--- config.mk ---
export PLATFORM = sky130hd
export DESIGN_NAME = escaneo_display
export DESIGN_NICKNAME = d
export VERILOG_FILES = /design/src/rtl/escaneo_display.sv
export SDC_FILE = /design/constraint.sdc
export NUM_CORES = 1
export LEC_CHECK = 0
export CORE_MARGIN = 1.5
export CORE_UTILIZATION = 40
export CTS_CLUSTER_SIZE = 30
export DETAILED_ROUTE_END_ITERATION = 7
export SLEW_MARGIN = 10
export SYNTH_ARGS = -nofsm -noshare
export SYNTH_HDL_FRONTEND = slang
export SYNTH_SLANG_ARGS = --single-unit
--- constraint.sdc ---
create_clock -name clk -period 6.1 [get_ports clk]
set_input_delay 1.83 -clock clk [delete_from_list [all_inputs] [get_ports clk]]
set_output_delay 1.83 -clock clk [all_outputs]
set_load 0.01 [all_outputs]
--- src/rtl/escaneo_display.sv ---
// Multiplexed scanner for common-anode seven-segment displays: own refresh prescaler, per-frame
// data snapshot, dead-time guard, leading-zero blanking, digit mask and decimal points.
module escaneo_display #(
  parameter int unsigned N_DIGITOS         = 4,
  parameter int unsigned DIV_REFRESCO      = 100000,
  parameter int unsigned T_GUARDA          = 2,
  parameter bit          ANODO_ACTIVO_BAJO = 1'b1
) (
  input  logic                         clk,
  input  logic                         rst,
  input  logic [4*N_DIGITOS-1:0]       datos,
  input  logic [N_DIGITOS-1:0]         puntos,
  input  logic [N_DIGITOS-1:0]         habilitar,
  input  logic                         supr_ceros,
  output logic [N_DIGITOS-1:0]         anodo,
  output logic [6:0]                   segmentos,
  output logic                         punto,
  output logic [$clog2(N_DIGITOS)-1:0] digito_actual,
  output logic                         tic
);

  localparam int unsigned IW = $clog2(N_DIGITOS);
  localparam int unsigned CW = (DIV_REFRESCO > 1) ? $clog2(DIV_REFRESCO) : 1;

  localparam logic [CW-1:0]        CNT_MAX   = CW'(DIV_REFRESCO - 1);
  localparam logic [IW-1:0]        IDX_MAX   = IW'(N_DIGITOS - 1);
  localparam logic [N_DIGITOS-1:0] ANODO_OFF = {N_DIGITOS{ANODO_ACTIVO_BAJO}};
  localparam logic [6:0]           SEG_OFF   = 7'h7F;

  logic [CW-1:0]          cnt_q, cnt_d;
  logic [IW-1:0]          idx_q, idx_d;
  logic [4*N_DIGITOS-1:0] snap_q, snap_d;
  logic [N_DIGITOS-1:0]   anodo_q, anodo_d;
  logic [6:0]             seg_q, seg_d;
  logic                   punto_q, punto_d;
  logic                   tic_q, tic_d;

  logic                   en_guarda;
  logic [N_DIGITOS-1:0]   cero_arriba;
  logic                   acum_cero;
  logic [3:0]             nibble;
  logic                   blanco;
  logic [N_DIGITOS-1:0]   uno_caliente;

  function automatic logic [6:0] hex_a_7seg(input logic [3:0] n);
    logic [6:0] s;
    case (n)
      4'h0: s = 7'h40;
      4'h1: s = 7'h79;
      4'h2: s = 7'h24;
      4'h3: s = 7'h30;
      4'h4: s = 7'h19;
      4'h5: s = 7'h12;
      4'h6: s = 7'h02;
      4'h7: s = 7'h78;
      4'h8: s = 7'h00;
      4'h9: s = 7'h10;
      4'hA: s = 7'h08;
      4'hB: s = 7'h03;
      4'hC: s = 7'h46;
      4'hD: s = 7'h21;
      4'hE: s = 7'h06;
      default: s = 7'h0E;
    endcase
    return s;
  endfunction

  if (T_GUARDA == 0) begin : g_sin_guarda
    assign en_guarda = 1'b0;
  end else begin : g_guarda
    assign en_guarda = (cnt_q < CW'(T_GUARDA));
  end

  // cero_arriba[i]: snapshot nibbles i..N_DIGITOS-1 are all zero
  always_comb begin
    cero_arriba = '0;
    acum_cero   = 1'b1;
    for (int i = N_DIGITOS - 1; i >= 0; i--) begin
      acum_cero      = acum_cero & (snap_q[4*i +: 4] == 4'h0);
      cero_arriba[i] = acum_cero;
    end
  end

  assign nibble       = snap_q[4*idx_q +: 4];
  assign blanco       = supr_ceros && (idx_q != '0) && cero_arriba[idx_q];
  assign uno_caliente = N_DIGITOS'(1) << idx_q;

  always_comb begin
    cnt_d  = cnt_q + 1'b1;
    idx_d  = idx_q;
    snap_d = snap_q;
    if (cnt_q == CNT_MAX) begin
      cnt_d = '0;
      if (idx_q == IDX_MAX) begin
        idx_d  = '0;
        snap_d = datos;
      end else begin
        idx_d = idx_q + 1'b1;
      end
    end
  end

  always_comb begin
    anodo_d = ANODO_OFF;
    seg_d   = SEG_OFF;
    punto_d = 1'b1;
    // Pulses alongside the first output cycle of each new slot
    tic_d   = (cnt_q == '0);
    if (!en_guarda) begin
      punto_d = ~puntos[idx_q];
      seg_d   = blanco ? SEG_OFF : hex_a_7seg(nibble);
      if (habilitar[idx_q]) begin
        anodo_d = ANODO_OFF ^ uno_caliente;
      end
    end
  end

  always_ff @(posedge clk) begin
    if (rst) begin
      cnt_q   <= '0;
      idx_q   <= '0;
      snap_q  <= datos;
      anodo_q <= ANODO_OFF;
      seg_q   <= SEG_OFF;
      punto_q <= 1'b1;
      tic_q   <= 1'b0;
    end else begin
      cnt_q   <= cnt_d;
      idx_q   <= idx_d;
      snap_q  <= snap_d;
      anodo_q <= anodo_d;
      seg_q   <= seg_d;
      punto_q <= punto_d;
      tic_q   <= tic_d;
    end
  end

  assign anodo         = anodo_q;
  assign segmentos     = seg_q;
  assign punto         = punto_q;
  assign tic           = tic_q;
  assign digito_actual = idx_q;

endmodule

; ---- Word-level counts from Yosys, hierarchy flattened
; Memory sizes are Yosys's and may differ from the RTL's. A register that Yosys moved wholly into a read port is not among the register bits.
; Cells that the tools add are included.
[totals]
reg_bits = 41
mem_count = 1
mem_bits_ro = 112
output_inout_bits = 15
latchBits = 0
wordCells = 46
input_bits = 27
ramBits = 0
[op_classes]
add_sub_neg = 2
shifts = 2
div = 0
n_reduce_logical = 15
n_eq_ne = 2
muxes = 10
n_lt_le_gt_ge = 2
mul = 0
bitwise = 6
[memory_table]
columns = name, words, word_bits, rd, rd_clocked_by_memory_dff, write_ports, line_no
row1 = (no name shown), 16, 7, 1, 1, 0, 47  ; case (n)
[op_table]
columns = op, n
row1 = $mux W16, 3
row2 = $add A17 B1 Y17 const B, 1
row3 = $eq A17 B17 Y1 const B, 1
row4 = $logic_not A17 Y1, 1
row5 = $lt A17 B2 Y1 const B, 1
row6 = $logic_not A4 Y1, 4
row7 = $shiftx A16 B5 Y4, 1
row8 = $bmux W1 S2, 3
row9 = $reduce_bool A2 Y1, 3
row10 = $reduce_or A3 Y1, 2
row11 = $not A4 Y4, 1
row12 = $reduce_or A2 Y1, 2
row13 = $shl A1 B2 Y4 const A, 1
row14 = $and A1 B1 Y1, 3
row15 = $lt A2 B3 Y1 const B, 1
row16 = $mux W1, 3
row17 = $add A2 B1 Y2 const B, 1
row18 = $eq A2 B2 Y1 const B, 1
row19 = $logic_and A1 B1 Y1, 2
row20 = $mux W2, 1
row21 = $not A1 Y1, 2
row22 = $reduce_and A2 Y1, 1

; ---- Logic depth before layout (Yosys ltp)
; Gate-level depths: netlist of the first run.
[logic_depth]
word_depth = 8
mapped_depth = 8
depth_no_buf = 7

; ---- Worst setup path before layout of the first run
; No wires, ideal clock.
[synth_timing]
path_kind = input-to-reg
start = input habilitar[1]
end = register anodo_q[0] (netlist: anodo[0])
arrival_time_ps = 2492
t_required_ps = 5970
setup_ps = 130
path_stages = 4
path_slack_ps = 3478
path_cell_list = mux4_2 > inv_1 > a211oi_1 > nand2_1
[synth_between]
elab_chain_len = 4
[synth_lines]
columns = item, line_no
row1 = "start, declared", 13  ; input logic [N_DIGITOS-1:0] habilitar,
row2 = $bmux W1 S2, 112  ; if (habilitar[idx_q]) begin
row3 = $mux W1 (not written as such), 112
row4 = $not A1 Y1 (no line), -
row5 = $reduce_or A3 Y1 (no line), -
row6 = "end signal, assigned", 131  ; anodo_q <= anodo_d;
row7 = "end, declared", 33  ; logic [N_DIGITOS-1:0] anodo_q, anodo_d;
; No other way between the ends. The select of a mux whose other input is x is not followed.
; A chain may end at the register's enable or synchronous reset.

; ---- Final worst setup path of the first run
[layout_timing]
start = register idx_q[0] (netlist: digito_actual[0])
end = output digito_actual[0]
[layout_rtl]
columns = item, line_no
row1 = "start, declared", 31  ; logic [IW-1:0] idx_q, idx_d;
row2 = "start signal, assigned", 129  ; idx_q <= idx_d;
row3 = "end, declared", 18  ; output logic [$clog2(N_DIGITOS)-1:0] digito_actual,
; No word-level cell between the ends.

==> results.md, run 1 <==
* Status: complete, no violations
* Clock sink count at between 40 and 50
* Via Count at between 1500 and 2000
* Antenna-violating nets left at 0
* Hold Crit Class: register to register
* Longest Clk Path Bufs at 2
* Setup TNS at 0 ns
* Initial core utilization at 41.11%
* Fmax achieved at 0.2872 GHz
* CTS H-tree lvls at 2
* Comb pwr share at between 10% and 20%
* Crit path buf inv count at 1
* End-of-flow core utilization at roughly half
* Setup crit end: digito_actual[0]
* Estimated wirelength of the detail-placed design at around 3000 um
* Yosys reg bits at between 40 and 50
* LEAKAGE at approximately 0.98 nW
* Sw Share at about 22%
* Std cell rows at 27
* Worst Setup Start Kind: register
* Register-to-register setup slack at between 3 and 4 ns
* Antenna violations before repair at 0
* Delay-heaviest family, CP: flip-flops
* Port Buffers at approximately 40
* TritonRoute pass-1 iters at 4
* Tightest Pin Transition at around 0.72 ns
* Switching pwr at ~0.15 mW
* Clock Skew at roughly 0.0095 ns
* Post-CTS setup buffer count at 0
* Syn Nets at ~250
* Clk pwr share at 34.9%
* Worst r2r src: cnt_q[11]$_SDFF_PP0_
* Global-route wire length before repair at between 7000 and 8000 um
* Clock transition at path regs at ~0.090 ns
* Crit path max fanout at 12
* Worst Path Arrival at 1.65 ns
* DRC Markers at 0
* Gpl congestion at a little under 0.8
* Synthesized cell area at between 2000 and 2500 um^2
* RSZ-0062 raised after global routing: no
* Number of global-route vias before repair at between 1500 and 2000
* CTS tree: yes
* Syn avg cell area at about 11 um^2
* Reg-to-reg critical path endpoint: snap_q[1]$_DFFE_PP_
* Design Area, Final at between 2000 and 3000 um^2
* WP depth at 1
* # IOs at 42
* WL final at around 4200 um
* CTS Buf Count at 5
* Hold Vio Cnt, Final at 0
* CP required at 4.27 ns
* Gr ovfl total at 0
* Number of DRC markers in iteration 0 at 94
* Area growth, synth to finish at 25.74%
* Final #Nets at approximately 290
* Post-CTS Hold Buffers at 0
* Synth warn at 0
* Layout cell share with drive strength beyond 1 at 8.502%
* GRT Resource Usage Total at between 10% and 20%
* Final setup fails at 0
* Largest net degree at the start of global routing at 18
* CTS root buffer: clkbuf_8
* Chip width at ~78 um
* Core area at between 5000 and 6000 um^2
* Worst setup margin at approximately 2.6 ns
* Crit path time final at 3.481 ns
* Relative slew slack at between 50% and 60%
* CP max stage cell: dfxtp_1
* Die Height at 77.77 um
* # resized after CTS at 0
* P_int at about 0.51 mW
* Nature of the critical path endpoint: primary output
* Worst setup startpoint: digito_actual[0]$_SDFFE_PP0N_
* Pwr per Cell Area at between 200 and 250 nW/um^2
* Area of the die at 6047 um^2
* Sequential area share after synthesis at 50.14%
* Via density at between 5 and 6
* Seq pwr share at roughly 54%
* Final Slew Violations at 0
* CP max stage delay at ~0.71 ns
* Routed WL per cell at between 10 and 15 um
* Ant diodes at 0
* Max VDD drop at approximately 130 uV
* Worst reg-to-reg path cell count at 4
* Placement Cell Area at 2700 um^2
* Max cap viols at 0
* Mapped Cells at slightly above 200
* CP Class: register to primary output
* CP Cell Sequence: clkdlybuf4s50_1
* Distinct cells, synth at 37
* Placement Setup Slack at 2.766 ns
* Tcrit/Tclk final at 57.07%
* Clock Latency Late Sink at roughly 0.30 ns
[worst register-to-register path, delay by kind of cell, from the launching register on]
| family | cells | cell delay, ns |
|---|---|---|
| DFF | 1 | 0.36 |
| AOI/OAI and AO/OA | 1 | 0.52 |
| and+or+nand+nor | 3 | 1.33 |
[state kept, by name (all words and copies together), names as in the netlist]
| signal | count |
|---|---|
| anodo | 4 |
| cnt_q | 17 |
| digito_actual | 2 |
| punto | 1 |
| segmentos | 7 |
| snap_q | 16 |
| tic | 1 |
[routing by layer]
layer / global-route usage [%] / up-vias / share of wire [%]
met5: 0 / - / 0
met2: 22.17 / 41 / 42
met3: 4.000 / 4 / 6.0
met4: 4.364 / 0 / 1.1
met1: 20.86 / 744 / 51
li1: - / 830 / -
[area by class of cell]
cell class,instances,area (um^2)
Clock inverter,3,42.54
Clock buffer,5,68.82
Timing Repair Buffer,41,410.4
Multi-Input combinational cell,137,1030
Fill cell,504,2628
Sequential cell,48,1121
Tap cell,72,90.09
Inverter,13,48.80
[synth_stat cells (all sizes together)]
master	number	area share [%]
o31ai	1	0.34
a211oi	1	0.34
xnor2	5	2.0
nand3b	2	0.67
xor2	3	1.2
a211o	1	0.39
or3	8	2.3
and4	1	0.45
a32oi	1	0.39
or2	1	0.28
or4	8	2.7
dfxtp	32	29
a2bb2oi	1	0.39
mux4	8	8.1
nor3	2	0.45
nand4	4	1.1
and3b	1	0.39
inv	13	2.2
nor2	14	2.4
nor4	5	1.4
clkbuf	6	1.1
edfxtp	16	21
o2111ai	3	1.2
ha	12	6.7
buf	2	0.56
o21ai	9	2.0
nor2b	4	1.1
mux2	2	1.0
a21o	1	0.34
mux2i	2	0.90
nand2	16	2.7
a21oi	12	2.7
nand3	8	1.8
o21bai	1	0.50
[how the worst min path moves through the flow]
stage,start,endpoint,cells past startpoint
after floorplan,cnt_q[0]$_SDFF_PP0_,cnt_q[0]$_SDFF_PP0_,1
after global placement,cnt_q[16]$_SDFF_PP0_,cnt_q[16]$_SDFF_PP0_,2
after detailed placement,cnt_q[0]$_SDFF_PP0_,cnt_q[0]$_SDFF_PP0_,1
after CTS,cnt_q[16]$_SDFF_PP0_,cnt_q[16]$_SDFF_PP0_,2
after global routing,cnt_q[15]$_SDFF_PP0_,cnt_q[15]$_SDFF_PP0_,2
final,cnt_q[16]$_SDFF_PP0_,cnt_q[16]$_SDFF_PP0_,2
[through the flow]
stage / power, mW / instances / hold WS (ns)
6_report: 0.6565 / 319 / 0.5002
5_1_grt: 0.6875 / 319 / 0.5519
4_1_cts: 0.6650 / 319 / 0.5000
3_5_place_dp: 0.4350 / 311 / 0.4827
3_3_place_gp: 0.4342 / 311 / 0.4827
2_1_floorplan: 0.3986 / 206 / 0.4526
[placed cells by master (no fill, tap or decap), drive strengths merged, types with 3 or more instances in the layout]
cell	count
nor2	14
xor2	3
nor4	5
or3	8
clkdlybuf4s50	41
ha	12
nand2	16
o21ai	9
edfxtp	16
nand4	4
a21oi	12
dfxtp	32
o2111ai	3
nor2b	4
xnor2	5
inv	13
mux4	8
or4	8
clkbuf	5
nand3	8
[power by group through the flow]
stage	clock [mW]	combinational [mW]	sequential (mW)
4_1_cts	0.237	0.0720	0.356
3_3_place_gp	0	0.0714	0.363
2_1_floorplan	0	0.0356	0.363
6_report	0.229	0.0715	0.356
3_5_place_dp	0	0.0716	0.363
5_1_grt	0.251	0.0788	0.358
[logic make-up (layout without fill, tap and decap cells)]
logic type      Yosys count  in the layout  share of synthesized area (%)
mux                      12             12                          9.961
fa+ha+maj                12             12                          6.715
xor+xnor                  8              8                          3.134
flops                    48             48                          50.14
compound gates           31             31                          8.563
simple gates             74             74                          17.68
buf+inv                  21             62                          3.805
(Power assumes the default switching activity.)
==> run 2: changes to the inputs <==
- clock period: 6.1 -> 3.3 ns (I/O delays scaled with it)
==> results.md, run 2 (same netlist as run 1, synthesis figures left out) <==
* Delay-heaviest family, CP: flip-flops
* Die Height at 77.77 um
* Chip width at 77.77 um
* Via density at 5.163
* Clock transition at path regs at roughly 0.090 ns
* WL final at 4227 um
* Clock sink count at 48
* Gr ovfl total at 0
* Area occupied by registers at 1121 um^2
* Initial core utilization at 41.11%
* Tcrit/Tclk final at approximately four fifths
* Status: complete, no violations
* Nature of the critical path endpoint: primary output
* Pwr per Cell Area at 407.5 nW/um^2
* Routed WL per cell at around 13 um
* Post-CTS setup buffer count at 0
* Core area at about 5400 um^2
* Clock Latency Late Sink at roughly 0.3 ns
* Most frequent cells in the layout: 41 x clkdlybuf4s50_1, 32 x dfxtp_1, 16 x nand2_1, 16 x edfxtp_1, 14 x nor2_1
* Global-route wire length before repair at roughly 7400 um
* Antenna-violating nets left at 0
* CP max stage delay at slightly above 0.7 ns
* Std cell rows at 27
* Antenna violations before repair at 0
* GRT Resource Usage Total at ~15%
* Gpl congestion at just under 0.8
* Number of global-route vias before repair at 1591
* Multi-input gate area at slightly above 1000 um^2
* Final setup fails at 0
* Most flop-heavy register: cnt_q
* Worst Setup Start Kind: register
* Fmax achieved at around 0.38 GHz
* Longest Clk Path Bufs at 2
* CTS Buf Count at 5
* Hold Vio Cnt, Final at 0
* Layout cell share with drive strength beyond 1 at roughly 8.5%
* Largest net degree at the start of global routing at 18
* DRC Markers at 0
* Hold Crit Class: register to register
* Number of DRC markers in iteration 0 at 99
* Non-filler cells, final at between 300 and 400
* Max reg flops at 17
* Clock Skew at 0.005549 ns
* Inst Count DP at 311
* Relative slew slack at a little over half
* CP Cell Sequence: clkdlybuf4s50_1
* Final Slew Violations at 0
* Post-CTS Hold Buffers at 0
* Tightest Pin Transition at between 0.7 and 0.8 ns
* Commonest non-fill, non-tap cell in the layout: clkdlybuf4s50_1
* CP required at approximately 2.3 ns
* Crit path time final at roughly 2.7 ns
* CP max stage cell: dfxtp_1
* # resized after CTS at 0
* RSZ-0062 raised after global routing: no
* Max cap viols at 0
* CTS tree: yes
* TritonRoute pass-1 iters at 4
* Crit path buf inv count at 1
* Area growth, synth to finish at 24.68%
* CP Class: register to primary output
* Crit path max fanout at 12
* Area of the die at between 6000 and 7000 um^2
* Max VDD drop at 206.9 uV
* # IOs at 42
* Estimated wirelength of the detail-placed design at ~3100 um
* Fill cells at ~530
* Setup TNS at 0 ns
* CTS H-tree lvls at 2
* Port Buffers at slightly above 40
* Worst Path Arrival at between 1.5 and 2 ns
* CTS root buffer: clkbuf_8
* Ant diodes at 0
* LEAKAGE at 0.9613 nW
* Final #Nets at between 200 and 300
* Via Count at between 1500 and 2000
-- run 2: cell count changes in the layout (fill, tap and decap cells not counted), sizes merged --
cell      before  now
bufinv         1    0
clkinvlp       0    2
clkinv         2    1
-- run 2: cell type report --
| cell class | instances | share of cell area, % |
|---|---|---|
| clock inverters | 3 | 0.6733 |
| flip-flops and latches | 48 | 40.22 |
| multi-input cells | 137 | 36.94 |
| inverters | 13 | 1.750 |
| clock buffers | 5 | 2.469 |
| repair buffers | 41 | 14.72 |
| well taps | 72 | 3.232 |
-- run 2: layer usage --
layer | routed length (um) | track usage (%) | up-vias
met4 | 41 | 4.909 | 0
met2 | 1754 | 22.43 | 45
met1 | 2189 | 22.06 | 766
li1 | - | - | 831
met5 | 0 | 0 | -
met3 | 241 | 4.235 | 5
-- run 2: path summary, 6_finish.rpt --
check	start	endpoint	slack [ns]	cells past startpoint
max	digito_actual[0]$_SDFFE_PP0N_	digito_actual[0]	0.65	1
min	cnt_q[0]$_SDFF_PP0_	cnt_q[0]$_SDFF_PP0_	0.50	1
max reg2reg	cnt_q[12]$_SDFF_PP0_	snap_q[8]$_DFFE_PP_	0.77	4
min reg2reg	cnt_q[0]$_SDFF_PP0_	cnt_q[0]$_SDFF_PP0_	0.50	1
-- run 2: metrics by stage --
stage	hold slack [ns]	power [mW]	setup slack, ns	instance area [um^2]	utilization [%]
after floorplan	0.4526	0.7368	0.9571	2236	-
after global placement	0.4826	0.8038	0.8010	2700	49.64
after detailed placement	0.4781	0.8043	0.7656	2700	49.64
after CTS	0.5006	1.150	0.6218	2788	51.25
after global routing	0.5494	1.191	0.5454	2788	51.25
final	0.5012	1.136	0.6486	2788	51.25
-- run 2: power by group --
part	switching (mW)	leakage, nW	internal (mW)	total, mW
Sequential	0.0164	0.417	0.641	0.657
Combinational	0.0555	0.507	0.0774	0.133
Clock	0.199	0.0378	0.147	0.346
